## config.mk

```make
export PLATFORM = sky130hd
export DESIGN_NAME = button_setpoint_ctrl
export DESIGN_NICKNAME = d
export VERILOG_FILES = /design/src/rtl/button_setpoint_ctrl.sv
export SDC_FILE = /design/constraint.sdc
export NUM_CORES = 1
export LEC_CHECK = 0
export BUFFER_PORTS_ARGS = -buffer_cell sky130_fd_sc_hd__buf_4
export CAP_MARGIN = 20
export CORE_ASPECT_RATIO = 0.75
export CORE_MARGIN = 2
export CORE_UTILIZATION = 60
export CTS_BUF_LIST = sky130_fd_sc_hd__clkbuf_4 sky130_fd_sc_hd__clkbuf_8
export CTS_CLUSTER_SIZE = 25
export DETAILED_ROUTE_END_ITERATION = 7
export GPL_TIMING_DRIVEN = 0
export PLACE_DENSITY_LB_ADDON = 0.1
export SKIP_CTS_REPAIR_TIMING = 1
export SYNTH_ARGS = -nofsm -noshare
export SYNTH_HDL_FRONTEND = slang
export SYNTH_SLANG_ARGS = --single-unit
```

## constraint.sdc

```tcl
create_clock -name i_clk -period 3.71 [get_ports i_clk]
set_input_delay 0.371 -clock i_clk [delete_from_list [all_inputs] [get_ports i_clk]]
set_output_delay 0.371 -clock i_clk [all_outputs]
set_load 0.05 [all_outputs]
```

## src/rtl/button_setpoint_ctrl.sv

```systemverilog
// Saturating setpoint register driven by debounced active-low up/down buttons.
// One step per press, auto-repeat after a hold delay, lockout on conflicting or disabled presses.
module button_setpoint_ctrl #(
  parameter int WIDTH         = 16,
  parameter int SP_MIN        = 0,
  parameter int SP_MAX        = 1000,
  parameter int SP_INIT       = 100,
  parameter int STEP          = 1,
  parameter int HOLD_CYCLES   = 25000000,
  parameter int REPEAT_CYCLES = 5000000
) (
  input  logic             i_clk,
  input  logic             i_reset,
  input  logic             i_enable,
  input  logic             i_btn_up,
  input  logic             i_btn_dn,
  output logic [WIDTH-1:0] o_setpoint,
  output logic             o_changed,
  output logic             o_at_min,
  output logic             o_at_max
);

  typedef enum logic [1:0] {IDLE, HOLD, REPEAT, LOCK} state_t;

  localparam logic [WIDTH:0]   MIN_X       = (WIDTH+1)'(SP_MIN);
  localparam logic [WIDTH:0]   MAX_X       = (WIDTH+1)'(SP_MAX);
  localparam logic [WIDTH:0]   STEP_X      = (WIDTH+1)'(STEP);
  localparam logic [WIDTH-1:0] INIT_W      = WIDTH'(SP_INIT);
  localparam logic [WIDTH-1:0] MIN_W       = WIDTH'(SP_MIN);
  localparam logic [WIDTH-1:0] MAX_W       = WIDTH'(SP_MAX);
  localparam logic [31:0]      HOLD_LAST   = 32'(HOLD_CYCLES - 1);
  localparam logic [31:0]      REPEAT_LAST = 32'(REPEAT_CYCLES - 1);

  state_t           state_q;
  logic [31:0]      cnt_q;
  logic             dir_up_q;
  logic [WIDTH-1:0] setpoint_q;
  logic             changed_q;

  logic             up_act, dn_act, active, other;
  logic [WIDTH:0]   sp_x, up_sum;
  logic [WIDTH-1:0] up_new, dn_new, idle_new, held_new;
  logic [31:0]      period_last;

  // Saturating arithmetic in WIDTH+1 bits so neither direction can wrap.
  always_comb begin
    sp_x   = {1'b0, setpoint_q};
    up_sum = sp_x + STEP_X;
    up_new = (up_sum > MAX_X) ? MAX_W : up_sum[WIDTH-1:0];
    dn_new = (sp_x < MIN_X + STEP_X) ? MIN_W : setpoint_q - STEP_X[WIDTH-1:0];
  end

  assign up_act      = ~i_btn_up;
  assign dn_act      = ~i_btn_dn;
  assign active      = dir_up_q ? up_act : dn_act;
  assign other       = dir_up_q ? dn_act : up_act;
  assign idle_new    = up_act ? up_new : dn_new;
  assign held_new    = dir_up_q ? up_new : dn_new;
  assign period_last = (state_q == HOLD) ? HOLD_LAST : REPEAT_LAST;

  always_ff @(posedge i_clk or negedge i_reset) begin
    if (!i_reset) begin
      state_q    <= LOCK;
      cnt_q      <= '0;
      dir_up_q   <= 1'b1;
      setpoint_q <= INIT_W;
      changed_q  <= 1'b0;
    end else begin
      changed_q <= 1'b0;
      case (state_q)
        IDLE: begin
          cnt_q <= '0;
          if (up_act && dn_act) begin
            state_q <= LOCK;
          end else if (up_act || dn_act) begin
            if (!i_enable) begin
              state_q <= LOCK;
            end else begin
              state_q    <= HOLD;
              dir_up_q   <= up_act;
              setpoint_q <= idle_new;
              changed_q  <= (idle_new != setpoint_q);
            end
          end
        end
        HOLD, REPEAT: begin
          // Release wins over a conflicting press so the next press starts from IDLE.
          if (!active) begin
            state_q <= IDLE;
            cnt_q   <= '0;
          end else if (other || !i_enable) begin
            state_q <= LOCK;
            cnt_q   <= '0;
          end else if (cnt_q == period_last) begin
            state_q    <= REPEAT;
            cnt_q      <= '0;
            setpoint_q <= held_new;
            changed_q  <= (held_new != setpoint_q);
          end else begin
            cnt_q <= cnt_q + 32'd1;
          end
        end
        default: begin
          cnt_q <= '0;
          if (!up_act && !dn_act) state_q <= IDLE;
        end
      endcase
    end
  end

  assign o_setpoint = setpoint_q;
  assign o_changed  = changed_q;
  assign o_at_min   = (setpoint_q == MIN_W);
  assign o_at_max   = (setpoint_q == MAX_W);

endmodule
```

==> out/results.ini, run 1 <==
[timing]
rsz0062_at_grt=false
fin_crit_sh_pct=89.0
setup_viol_count_final=0
tightestPinTransition_ns=1.06
max_freq_ghz=0.303
max_slew_margin_pct=28.6
whs_ns=0.0654
fin_setup_tns_ns=0
hold_viol=0
maxSlewViolCount=0
finalWorstSetupSlack_ns=0.409
fin_crit_ns=3.30
fin_skew_ns=0.0146

[floorplanning]
dieArea_sq_mm=0.00728
dieWidth_microns=97.9
ios=24
start_util_pct=62.4
core_sq_mm=0.00635
dieHeight_microns=74.4
rows=25

[detailed_routing]
route.detailed.drc=0
drt_wl_total_microns=11400
dr.first_iter.drc_count=342
via_count=3948
ant_nets=0
dr.pass1.iters=5
wl_per_cell_microns=19.2
vias_per_cell=6.65

[clock_tree]
cts_made_buffers=5
cts_tree=yes
clock_sinks=52
cts_root_buffer=clkbuf_8
htreeDepth=2
clk_latency_ns=0.32
clk_pin_slew_worst_paths_ns=0.12
clockBufferDepth=2

[pwr]
p_total_mw=2.90
power.density_mw_per_mm2=666
worst_ir_drop_vdd_uv=424
p_leak_nw=1.69

[cells_and_area]
nets=524
final-seq-area_sq_mm=0.00131
multi_input_area_sq_mm=0.00245
finalCoreUtilization_pct=68.5
layout-drive-gt1-share_pct=13.3
fill_cells=566
areaGrowthSynthToFinish_pct=9.62
fin_area_sq_mm=0.00435
final_cell_count_no_fill=594
diodes=0

[worst_setup_path]
critPathLaunchType=flop
crit_path_end_kind=flop
critPathArrivalTime_ns=3.56
required_ns=3.97
reg2reg_from=state_q[0]
rrSetupSlack_ns=0.41
reg2regPathDepth=9
path_class=reg -> reg
worstPathMaxFanout=8
endpoint=o_setpoint[9]
r2r-end=o_setpoint[9]
startpoint=state_q[0]

[worst_hold_path]
hp-class=in -> async

[synth]
synth_top_area_cell=dfrtp_1
synth_edf_count=0
seq_area_frac_synth_pct=33.0
synth_top_area_share_pct=29.0
postSynthCellCount=482
synth_nets=494
synth.distinct_cells=72
synth.area.top_cells=dfrtp_1, nor2_1, xor2_1
synthArstFlopShare_pct=100
synthFlopType=dfrtp_1
synth.avg_cell_area_sq_um=8.23
syn_area_sq_mm=0.00397
yosys_warnings=0
ys_ff_latch=52

[grt]
antenna_found_initial=0
overflow=0
grt_pass1_wl_microns=18600
grt_max_degree=53
grt_usage_pct=32.3
grt_pass1_vias=3580

[placed_design]
place_ws_ns=0.262
port_buffers=23
place_area_sq_mm=0.00425
routabilityCongestion=1.02
place_hpwl_microns=8440
place_inst=586

[status]
status=complete, no violations

[run]
maxCapViolCount=0

[worst max-delay path: stages (launching register included)]
cell      delay (ns)
dfstp_2         0.58
inv_1           0.05
ha_1            0.26
clkbuf_1        0.26
inv_1           0.14
a21boi_0        0.86
nand2_1         0.49
o21a_1          0.30
a21oi_1         0.14
o32a_1          0.16
[power by group]
| group | internal, mW | switching, mW | total, mW |
|---|---|---|---|
| logic | 0.558 | 1.22 | 1.78 |
| clock network | 0.139 | 0.218 | 0.357 |
| registers | 0.662 | 0.100 | 0.763 |
[flip-flops by register name, indices dropped and copies added, names as in the netlist]
name        count
cnt_q          32
o_setpoint     16
o_changed       1
state_q         2
dir_up_q        1
[final cells by class]
| type | instances | share of cell area, % |
|---|---|---|
| Multi-Input combinational cell | 381 | 56.4 |
| Buffer | 31 | 3.43 |
| Sequential cell | 52 | 30.1 |
| Inverter | 18 | 1.55 |
| Clock inverter | 3 | 0.633 |
| Clock buffer | 5 | 1.58 |
| Tap cell | 81 | 2.33 |
| Timing Repair Buffer | 23 | 3.97 |
[worst min path at each step]
stage / slack [ns] / from / to / cells after the start
floorplan: 0.08 / i_reset / cnt_q[0] / 0
global placement: 0.45 / i_reset / cnt_q[2] / 1
detailed placement: 0.45 / i_reset / cnt_q[3] / 1
CTS: 0.11 / i_reset / cnt_q[3] / 1
global route: 0.13 / i_reset / cnt_q[4] / 1
finish: 0.07 / i_reset / cnt_q[3] / 1
[layout by cell type (no fill, tap or decap), types with 4 or more instances in the layout]
| cell type | instances |
|---|---|
| a31oi_1 | 7 |
| xnor2_1 | 10 |
| nand3_1 | 27 |
| nor4_1 | 7 |
| a21oi_1 | 29 |
| buf_4 | 25 |
| o31ai_1 | 7 |
| or4_1 | 4 |
| inv_1 | 18 |
| ha_1 | 7 |
| clkbuf_1 | 18 |
| nor3b_1 | 6 |
| buf_2 | 8 |
| o21ai_0 | 22 |
| nor2_1 | 57 |
| dfrtp_1 | 46 |
| nor3_1 | 14 |
| clkbuf_8 | 5 |
| xor2_1 | 22 |
| a211oi_1 | 6 |
| nand4_1 | 15 |
| and3_1 | 12 |
| o22a_1 | 5 |
| and2_1 | 4 |
| dfstp_2 | 6 |
| nand2_1 | 35 |
| or3_1 | 9 |
[cells by family after synthesis]
family                     count (synthesis)  synth area share (%)
AOI/OAI and AO/OA                        113                  19.4
xor gates and xnor gates                  32                  7.07
DFF                                       52                  33.0
and+or+nand+nor                          225                  31.8
muxes                                      4                  1.04
buffers and inverters                     49                  5.46
adders and majority gates                  7                  2.21
[synthesized netlist by cell type (all sizes together) (4+ instances only)]
cell type	count
a211oi	6
a21oi	29
a22o	4
a31oi	7
and2	4
and3	13
buf	13
clkbuf	18
dfrtp	46
dfstp	6
ha	7
inv	18
nand2	36
nand3	28
nand4	15
nor2	57
nor3	17
nor3b	7
nor4	12
o211ai	4
o21ai	24
o22a	5
o31ai	7
or3	9
or4	5
xnor2	10
xor2	22
[per-layer routing]
layer	up-vias	global-route usage (%)	wire, microns
met2	218	47.0	4680
met1	1863	51.1	5280
li1	1849	-	-
met4	0	4.78	136
met3	18	6.02	1300
met5	-	0	0
Power figures use the tool's default switching activity.
==> run 2, diff against run 1 <==
Clock period 3.71 ns to 3.1 ns, I/O delays scaled along.
==> out/results.ini, run 2 (synthesized netlist as in run 1, its figures left out) <==
[worst_hold_path]
hp-class=in -> async

[timing]
max_slew_margin_pct=39.4  ; +11 points
finalWorstSetupSlack_ns=0.114  ; -0.295 ns
tightestPinTransition_ns=0.904  ; -0.158 ns
fin_crit_sh_pct=96.3  ; +7.4 points
fin_crit_ns=2.99  ; -0.315 ns
rsz0062_at_grt=false
maxSlewViolCount=0  ; unchanged
fin_skew_ns=0.00887  ; -0.00573 ns
hold_viol=0  ; unchanged
setup_viol_count_final=0  ; unchanged
fin_setup_tns_ns=0  ; unchanged
max_freq_ghz=0.335  ; +11%
whs_ns=0.0101  ; -0.0552 ns

[worst_setup_path]
critPathLaunchType=flop
required_ns=3.28  ; -0.69 ns
path_class=reg -> reg
cp_top_family=simple AND/OR/NAND/NOR gates
critPathBufInv=2  ; -1
startpoint=o_setpoint[1]
path_cells=clkbuf_4 -> inv_1 -> ha_2 -> nor3b_4 -> nand3_2 -> o21ai_2 -> nor3b_1 -> o221ai_1 -> o31ai_1 -> nand4_1
crit_path_end_kind=flop
reg2regPathDepth=10  ; +1
critPathArrivalTime_ns=3.17  ; -0.39 ns
reg2reg_from=o_setpoint[1]
max_stage_delay_ns=0.49  ; -0.37 ns
crit_cells=10  ; +1
worstPathMaxFanout=10  ; +2
slowest_stage=dfrtp_2

[detailed_routing]
via_count=4054  ; +2.7%
dr.first_iter.drc_count=673  ; +97%
ant_nets=0  ; unchanged
wl_per_cell_microns=18.9  ; -1.4%
vias_per_cell=6.73  ; +1.3%
drt_wl_total_microns=11400  ; about the same
dr.pass1.iters=6  ; +1
route.detailed.drc=0  ; unchanged

[cells_and_area]
diodes=0  ; unchanged
areaGrowthSynthToFinish_pct=12.7
layout-drive-gt1-share_pct=16.3  ; +3.1 points
fill_cells=541  ; -4.4%
mostFrequentLayoutCells=nor2_1, dfrtp_1, nand2_1, buf_4, a21oi_1
nets=532  ; +1.5%
top_register=cnt_q
largest_reg_flops=32  ; unchanged
layout_commonest_cell=nor2_1

[placed_design]
place_hpwl_microns=8080  ; -4.3%
place_ws_ns=-0.000718  ; -0.263 ns
routabilityCongestion=0.964  ; -5.2%
port_buffers=23  ; unchanged

[grt]
grt_pass1_vias=3544  ; -1.0%
grt_usage_pct=31.8  ; -0.50 points
grt_pass1_wl_microns=18500  ; -0.78%
overflow=0  ; unchanged
antenna_found_initial=0  ; unchanged
grt_max_degree=53  ; unchanged

[floorplanning]
start_util_pct=62.4  ; unchanged
core_sq_mm=0.00635  ; unchanged
dieHeight_microns=74.4  ; unchanged
ios=24  ; unchanged
rows=25  ; unchanged
dieWidth_microns=97.9  ; unchanged
dieArea_sq_mm=0.00728  ; unchanged

[clock_tree]
htreeDepth=2  ; unchanged
cts_tree=yes
clk_latency_ns=0.32  ; about the same
cts_root_buffer=clkbuf_8
clk_pin_slew_worst_paths_ns=0.10  ; -0.02 ns
cts_made_buffers=5  ; unchanged
clock_sinks=52  ; unchanged
clockBufferDepth=2  ; unchanged

[pwr]
worst_ir_drop_vdd_uv=526  ; +24%
p_total_mw=3.63  ; +25%
p_leak_nw=1.76  ; +3.7%
power.density_mw_per_mm2=812  ; +22%

[status]
status=complete, no violations

[run]
maxCapViolCount=0  ; unchanged

==> run 2: changes by cell type in the layout (fill, tap and decap cells not counted), sizes merged <==
| cell | before | now |
|---|---|---|
| buf | 36 | 44 |
| bufinv | 0 | 1 |
| clkbuf | 23 | 24 |
| clkinvlp | 1 | 0 |
| inv | 19 | 18 |
==> run 2: metal layers <==
layer,global-route usage [%],share of wire [%]
met5,0,0
met4,7.41,1.7
met3,7.05,12
met2,42.7,40
met1,51.2,47
==> run 2: worst register-to-register path, delay by kind of cell, from the launching register on <==
family                     cells  cell delay (ns)
AOI/OAI and AO/OA              3             0.73
adders and majority gates      1             0.24
buffers and inverters          2             0.35
DFF                            1             0.49
and+or+nand+nor                4             1.03
==> run 2: metrics by stage <==
stage	instance area, sq um	cells	util (%)
after floorplan	4000	482	-
after global placement	4270	586	67.3
after detailed placement	4270	586	67.3
after CTS	4390	594	69.2
after global routing	4470	602	70.4
final	4470	602	70.4
==> run 2: worst paths after layout <==
path	to	slack (ns)
setup / recovery	o_changed	0.11
hold / removal	cnt_q[0]	0.01
setup reg to reg	o_changed	0.11
hold reg to reg	state_q[1]	0.49
max in group asynchronous	o_setpoint[0]	2.58
min in group i_clk	dir_up_q	0.41
==> run 2: where the power goes <==
group | internal, mW | switching [mW]
Clock | 0.265 | 0.247
Sequential | 0.798 | 0.111
Combinational | 0.727 | 1.48
==> run 2: area by class of cell <==
type	instances	area, sq um	share of cell area, %
inverter	18	67.6	1.51
sequential	52	1310	29.4
clock buffer	6	82.6	1.85
clock inverter	2	38.8	0.868
multi-input combinational	381	2480	55.4
tap	81	101	2.27
buffer	31	156	3.50
timing repair buffer	31	233	5.21
